--- src/rtl/fetch_queue_pkg.sv ---
// Shared constants and state encoding for the instruction-fetch stage.
package fetch_queue_pkg;

  localparam logic [31:0] RESET_PC_DEFAULT = 32'h0040_0000;
  localparam logic [31:0] INSTR_NOP        = 32'h0000_0000;

  typedef enum logic [1:0] {
    FQ_IDLE = 2'd0,
    FQ_WAIT = 2'd1,
    FQ_DROP = 2'd2
  } fq_state_e;

endpackage

--- src/rtl/fetch_queue_fifo.sv ---
// Circular buffer of {pc, instr} pairs with flush, simultaneous push/pop and
// a registered head so decode never sees a combinational path from memory.
module fetch_fifo
  import fetch_queue_pkg::*;
#(
  parameter int DEPTH = 4,
  parameter int PTR_W = $clog2(DEPTH),
  parameter int CNT_W = PTR_W + 1
) (
  input  logic             clk,
  input  logic             rst_n,
  input  logic             push,
  input  logic [31:0]      push_pc,
  input  logic [31:0]      push_instr,
  input  logic             pop,
  input  logic             flush,
  output logic [31:0]      head_pc,
  output logic [31:0]      head_instr,
  output logic [CNT_W-1:0] count
);

  logic [31:0]      pc_mem    [DEPTH];
  logic [31:0]      instr_mem [DEPTH];
  logic [PTR_W-1:0] rd_ptr_reg, rd_ptr_next;
  logic [PTR_W-1:0] wr_ptr_reg, wr_ptr_next;
  logic [CNT_W-1:0] count_reg, count_next;
  logic [31:0]      head_pc_reg, head_pc_next;
  logic [31:0]      head_instr_reg, head_instr_next;
  logic             pop_eff;

  assign pop_eff = pop && (count_reg != '0);

  always_comb begin
    rd_ptr_next     = rd_ptr_reg + PTR_W'(pop_eff);
    wr_ptr_next     = wr_ptr_reg + PTR_W'(push);
    count_next      = count_reg + CNT_W'(push) - CNT_W'(pop_eff);
    head_pc_next    = 32'h0;
    head_instr_next = INSTR_NOP;
    if (flush) begin
      rd_ptr_next = '0;
      wr_ptr_next = '0;
      count_next  = '0;
    end else if (push && (count_reg == CNT_W'(pop_eff))) begin
      // No older entry survives this cycle, so the incoming word becomes head.
      head_pc_next    = push_pc;
      head_instr_next = push_instr;
    end else if (count_next != '0) begin
      head_pc_next    = pc_mem[rd_ptr_next];
      head_instr_next = instr_mem[rd_ptr_next];
    end
  end

  always_ff @(posedge clk) begin
    if (push && !flush) begin
      pc_mem[wr_ptr_reg]    <= push_pc;
      instr_mem[wr_ptr_reg] <= push_instr;
    end
  end

  always_ff @(posedge clk or negedge rst_n) begin
    if (!rst_n) begin
      rd_ptr_reg     <= '0;
      wr_ptr_reg     <= '0;
      count_reg      <= '0;
      head_pc_reg    <= 32'h0;
      head_instr_reg <= INSTR_NOP;
    end else begin
      rd_ptr_reg     <= rd_ptr_next;
      wr_ptr_reg     <= wr_ptr_next;
      count_reg      <= count_next;
      head_pc_reg    <= head_pc_next;
      head_instr_reg <= head_instr_next;
    end
  end

  assign head_pc    = head_pc_reg;
  assign head_instr = head_instr_reg;
  assign count      = count_reg;

endmodule

--- src/rtl/fetch_queue.sv ---
// Fetch stage: owns the PC, issues single-outstanding imem requests and
// queues returned words for decode; redirects flush and restart fetch.
module fetch_queue
  import fetch_queue_pkg::*;
#(
  parameter int          DEPTH    = 4,
  parameter logic [31:0] RESET_PC = RESET_PC_DEFAULT
) (
  input  logic                   clk,
  input  logic                   rst_n,
  output logic                   imem_req,
  output logic [31:0]            imem_addr,
  input  logic                   imem_ack,
  input  logic [31:0]            imem_rdata,
  input  logic                   redirect,
  input  logic [31:0]            redirect_pc,
  input  logic                   halt,
  input  logic                   id_ready,
  output logic                   id_valid,
  output logic [31:0]            id_instr,
  output logic [31:0]            id_pc,
  output logic [$clog2(DEPTH):0] q_count
);

  localparam int CNT_W = $clog2(DEPTH) + 1;
  localparam logic [CNT_W-1:0] FULL = CNT_W'(DEPTH);

  fq_state_e        state_reg, state_next;
  logic [31:0]      fetch_pc_reg, fetch_pc_next;
  logic [31:0]      addr_reg, addr_next;
  logic [31:0]      target_pc, pc_base;
  logic             push, pop_eff;
  logic [CNT_W-1:0] count_after;

  assign target_pc = {redirect_pc[31:2], 2'b00};
  assign push      = (state_reg == FQ_WAIT) && imem_ack && !redirect;
  assign pop_eff   = id_valid && id_ready && !redirect;

  always_comb begin
    state_next    = state_reg;
    fetch_pc_next = fetch_pc_reg;
    addr_next     = addr_reg;
    count_after   = redirect ? '0 : q_count + CNT_W'(push) - CNT_W'(pop_eff);
    pc_base       = redirect ? target_pc : (push ? fetch_pc_reg + 32'd4 : fetch_pc_reg);
    case (state_reg)
      FQ_IDLE: begin
        if (redirect) begin
          fetch_pc_next = target_pc;
        end else if (!halt && (q_count < FULL)) begin
          state_next = FQ_WAIT;
          addr_next  = fetch_pc_reg;
        end
      end
      FQ_WAIT, FQ_DROP: begin
        if (imem_ack) begin
          // Occupancy after this cycle decides reissue, so a push can never overflow.
          fetch_pc_next = pc_base;
          if (!halt && (count_after < FULL)) begin
            state_next = FQ_WAIT;
            addr_next  = pc_base;
          end else begin
            state_next = FQ_IDLE;
          end
        end else if (redirect) begin
          fetch_pc_next = target_pc;
          state_next    = FQ_DROP;
        end
      end
      default: state_next = FQ_IDLE;
    endcase
  end

  always_ff @(posedge clk or negedge rst_n) begin
    if (!rst_n) begin
      state_reg    <= FQ_IDLE;
      fetch_pc_reg <= RESET_PC;
      addr_reg     <= RESET_PC;
    end else begin
      state_reg    <= state_next;
      fetch_pc_reg <= fetch_pc_next;
      addr_reg     <= addr_next;
    end
  end

  fetch_fifo #(.DEPTH(DEPTH)) u_fifo (
    .clk        (clk),
    .rst_n      (rst_n),
    .push       (push),
    .push_pc    (fetch_pc_reg),
    .push_instr (imem_rdata),
    .pop        (pop_eff),
    .flush      (redirect),
    .head_pc    (id_pc),
    .head_instr (id_instr),
    .count      (q_count)
  );

  assign imem_req  = (state_reg != FQ_IDLE);
  assign imem_addr = addr_reg;
  assign id_valid  = (q_count != '0);

endmodule
--- config.mk ---
export PLATFORM = sky130hd
export DESIGN_NAME = fetch_queue
export DESIGN_NICKNAME = d
export VERILOG_FILES = /design/src/rtl/fetch_queue_pkg.sv /design/src/rtl/fetch_queue_fifo.sv /design/src/rtl/fetch_queue.sv
export SDC_FILE = /design/constraint.sdc
export NUM_CORES = 1
export LEC_CHECK = 0
export ABC_CLOCK_PERIOD_IN_PS = 12100
export CORE_MARGIN = 1
export CORE_UTILIZATION = 39
export CTS_CLUSTER_DIAMETER = 150
export DETAILED_ROUTE_END_ITERATION = 8
export PLACE_DENSITY = 0.68
export SYNTH_ARGS = -nofsm -noshare
export SYNTH_HDL_FRONTEND = slang
export SYNTH_HIERARCHICAL = 1
export SYNTH_SLANG_ARGS = --single-unit
export TNS_END_PERCENT = 1
--- constraint.sdc ---
create_clock -name clk -period 12.1 [get_ports clk]
set_input_delay 2.42 -clock clk [delete_from_list [all_inputs] [get_ports clk]]
set_output_delay 2.42 -clock clk [all_outputs]
set_load 0.01 [all_outputs]
==> summary.md <==
| Metric | Value |
|---|---|
| Status | `finished, final reports clean` |
| Area growth syn-to-layout | `21.1%` |
| Sink Count | `393` |
| Combinational share of power | `22.8%` |
| Startpoint types | `input port` |
| Compound-Gate Fraction of Synth Area | `15.9%` |
| F_max | `0.170 GHz` |
| Layout Nets | `1621` |
| Async set-reset flop share out of synthesis | `34.9%` |
| Drt pass-1 iters | `5` |
| Initial core utilization | `39.8%` |
| Synth top area cells | `edfxtp_1, dfrtp_1, nand2_1, a21oi_1, a211o_1` |
| Syn nets | `1482` |
| Top-area cell type share of the netlist area | `45.7%` |
| Post-Synth XOR/XNOR Area | `0.394%` |
| Final hold viol count | `0` |
| First-pass GRT wire length | `67.5 mm` |
| Crit-path slowest cell | `buf_4` |
| Multiplexer share of the synthesized area | `1.77%` |
| Wirelength per Cell | `20.4 um` |
| Worst r2r src | `state_reg[1]` |
| Clock latency on the worst-skew pair | `0.56 ns` |
| Adder-cell share of the synthesized area | `0.714%` |
| Leak | `0.00802 uW` |
| Antenna cells | `0` |
| Flop pwr share | `45.0%` |
| Final WL | `43.1 mm` |
| Setup crit start | `redirect` |
| Setup bufs post-CTS | `0` |
| Hold_sp | `imem_addr[27]` |
| Pint | `2850 uW` |
| Design Area, Final | `20400 um2` |
| Fin Setup TNS | `0 ns` |
| GRT Total Usage | `19.6%` |
| Mapped Area | `16800 um2` |
| PortBufs | `168` |
| Pin count of the biggest net entering global routing | `83` |
| Synthesis warning total | `6` |
| Post-route ant nets | `0` |
| DR DRC count | `0` |
| RSZ-0062 raised after global routing | `no` |
| Top flop regs | `u_fifo/instr_mem x128, u_fifo/pc_mem x128` |
| # hold bufs at CTS | `0` |
| Sw Ratio | `30.4%` |
| Clk network pwr share | `32.2%` |
| Top FF cell, synth | `edfxtp_1` |
| Vias in the first global route | `11.9k` |
| Clk slew on worst S/H paths | `0.06 ns` |
| Die width | `210 um` |
| Core ar. | `42200 um2` |
| Setup violations, final | `0` |
| Syn avg cell area | `12.0 um2` |
| Kind of end point of the critical path | `register` |
| Crit-path max cell delay | `0.69 ns` |
| Min Hold Slack | `0.492 ns` |
| CP most frequent cell | `buf_4` |
| EDFF count, synth | `256` |
| Post-DP Area | `19000 um2` |
| Most numerous cell in the Yosys netlist | `nand2_1` |
| I/O pin count | `171` |
| Share of layout cells above drive strength 1 | `8.25%` |
| Max transition margin | `29.0%` |
| Highest fanout seen on the critical path | `64` |
| Largest family of logic cells by synthesized area | `compound AO/OA/AOI/OAI gates` |
| Die H | `210 um` |
| Post-synth top area cell | `edfxtp_1` |
| Number of DRC violations after detailed-routing iteration 0 | `1155` |
| Top cells by count, synth | `nand2_1, edfxtp_1, a21oi_1` |
| Crit Reg-Reg Endpoint | `imem_addr[17]` |
| Hold Path Class | `reg -> reg` |
| Worst VDD drop | `0.192 mV` |
| Final Cycle Share | `48.7%` |
| TritonCTS buffer count | `43` |
| Synth unique cells | `81` |
| Initial antenna violation count | `0` |
| Max Cap Viol | `0` |
| CP arrival | `6.30 ns` |
| Cells along the critical path | `buf_2 > buf_4 > inv_1 > buf_4 > and3_1 > nor3b_1 > nand2b_1 > ha_1 > inv_1 > fa_1 > xnor3_1 > nand3b_1 > nand3_2 > buf_4 > a21oi_1 > a211o_1` |
| Final min period | `5.89 ns` |
| Fill cell count | `3731` |
| Post-CTS sizing | `0` |
| FF-to-FF path depth | `12` |
| Vias | `11.9k` |
| Core Rows | `75` |
| Hpwl dp | `24.6 mm` |
| Worst R2R Setup Slack | `8.14 ns` |
| PwrDens | `201 nW/um2` |
| Post-synthesis sequential area ratio | `66.1%` |
| Total grt overflow | `0` |
| Root Driver | `clkbuf_16` |
| Gpl congestion | `0.859` |
| CTS tree | `yes` |
| Worst-Margin Slew | `1.06 ns` |
| H-tree depth | `2` |
| Flops & latches, synth | `393` |
| Worst endpoint required time | `12.51 ns` |
| Vias per cell | `5.62` |
| Psw | `1240 uW` |
| Kind of critical path | `in -> reg` |
| Die ar. | `44000 um2` |
| Worst Clk Skew | `0.0201 ns` |
| Crit path to | `u_fifo/head_pc[15]` |
| Cells after synthesis | `1403` |
| Final Max Tran Viols | `0` |
| Synth Area in Simple Gates | `11.9%` |
| Clk buf depth | `3` |
-- cells in the final DEF, fill, tap and decap left out, types with 5 or more instances in the layout --
cell / synthesis / final
mux2i_1: 14 / 14
nor4_1: 8 / 8
nor3_1: 11 / 10
nand3_1: 11 / 11
o21ai_0: 30 / 30
o211ai_1: 6 / 6
nand4_1: 5 / 5
o32ai_1: 7 / 7
a22oi_1: 8 / 8
dfrtp_1: 135 / 135
mux2_2: 10 / 10
a31o_2: 5 / 5
nor2_1: 42 / 41
nor2b_1: 11 / 11
a211o_1: 64 / 64
or3_1: 7 / 7
clkdlybuf4s50_1: 0 / 166
buf_4: 4 / 22
nand2_1: 284 / 284
a211oi_1: 12 / 12
inv_1: 25 / 25
clkbuf_16: 0 / 45
clkbuf_1: 57 / 14
a31oi_1: 23 / 23
clkbuf_8: 0 / 5
and3_1: 14 / 14
o22ai_1: 8 / 8
edfxtp_1: 256 / 256
a32oi_1: 7 / 7
and4_1: 6 / 6
ha_1: 8 / 8
a21o_1: 5 / 5
a21oi_1: 178 / 178
o31ai_1: 23 / 23
-- power groups by stage --
stage / clock network, uW / logic, uW / registers, uW
after detailed placement: 0 / 925 / 1860
final: 1310 / 932 / 1840
after floorplan: 0 / 534 / 1820
after CTS: 1350 / 933 / 1840
after global routing: 1400 / 1020 / 1870
after global placement: 0 / 911 / 1850
-- worst min-delay path by stage --
stage / slack (ns) / to / cells after the start
finish: 0.49 / imem_addr[27] / 1
global route: 0.53 / imem_addr[27] / 1
CTS: 0.50 / imem_addr[20] / 1
detailed placement: 0.47 / imem_addr[20] / 1
global placement: 0.48 / imem_addr[20] / 1
floorplan: 0.50 / u_fifo/pc_mem[0][20] / 0
-- cell type report --
cell class | instances | area [um2] | area share [%]
Clock inverter | 14 | 176 | 0.866
Timing Repair Buffer | 190 | 1840 | 9.04
Sequential cell | 393 | 11100 | 54.6
Inverter | 28 | 105 | 0.516
Clock buffer | 64 | 1250 | 6.12
Tap cell | 539 | 674 | 3.31
Multi-Input combinational cell | 886 | 5210 | 25.6
-- stage by stage --
step                      utilization, %  instances  power (uW)  worst slack, ns
after global placement              44.9       2036        2770             5.70
after floorplan                        -       1403        2350             3.81
final                               48.3       2114        4090             6.21
after detailed placement            44.9       2036        2790             5.65
after global routing                48.3       2114        4280             5.95
after CTS                           48.3       2114        4120             6.23
-- kinds of logic (layout without fill, tap and decap cells) --
| kind of cell | after synthesis | in the layout |
|---|---|---|
| compound gates | 409 | 409 |
| mux | 28 | 28 |
| buf+inv | 124 | 296 |
| xor+xnor | 6 | 6 |
| fa+ha+maj | 9 | 9 |
| flops | 393 | 393 |
| simple gates | 434 | 434 |
-- per-layer routing --
| layer | GRT usage [%] | vias to the layer above | share of wire, % |
|---|---|---|---|
| met5 | 0 | - | 0 |
| met4 | 6.52 | 0 | 2.5 |
| met3 | 3.13 | 73 | 7.1 |
| met2 | 31.1 | 474 | 46 |
| met1 | 27.4 | 5851 | 45 |
| li1 | - | 5477 | - |
-- critical path, delay by kind of cell --
| kind | cells | cell delay (ns) |
|---|---|---|
| AND/OR/NAND/NOR | 5 | 1.09 |
| adder cells (fa/ha/maj) | 2 | 0.50 |
| XOR/XNOR | 1 | 0.25 |
| AO/OA/AOI/OAI | 2 | 0.48 |
| buffers and inverters | 6 | 1.50 |
No activity file was read; power rests on OpenSTA's default activity.
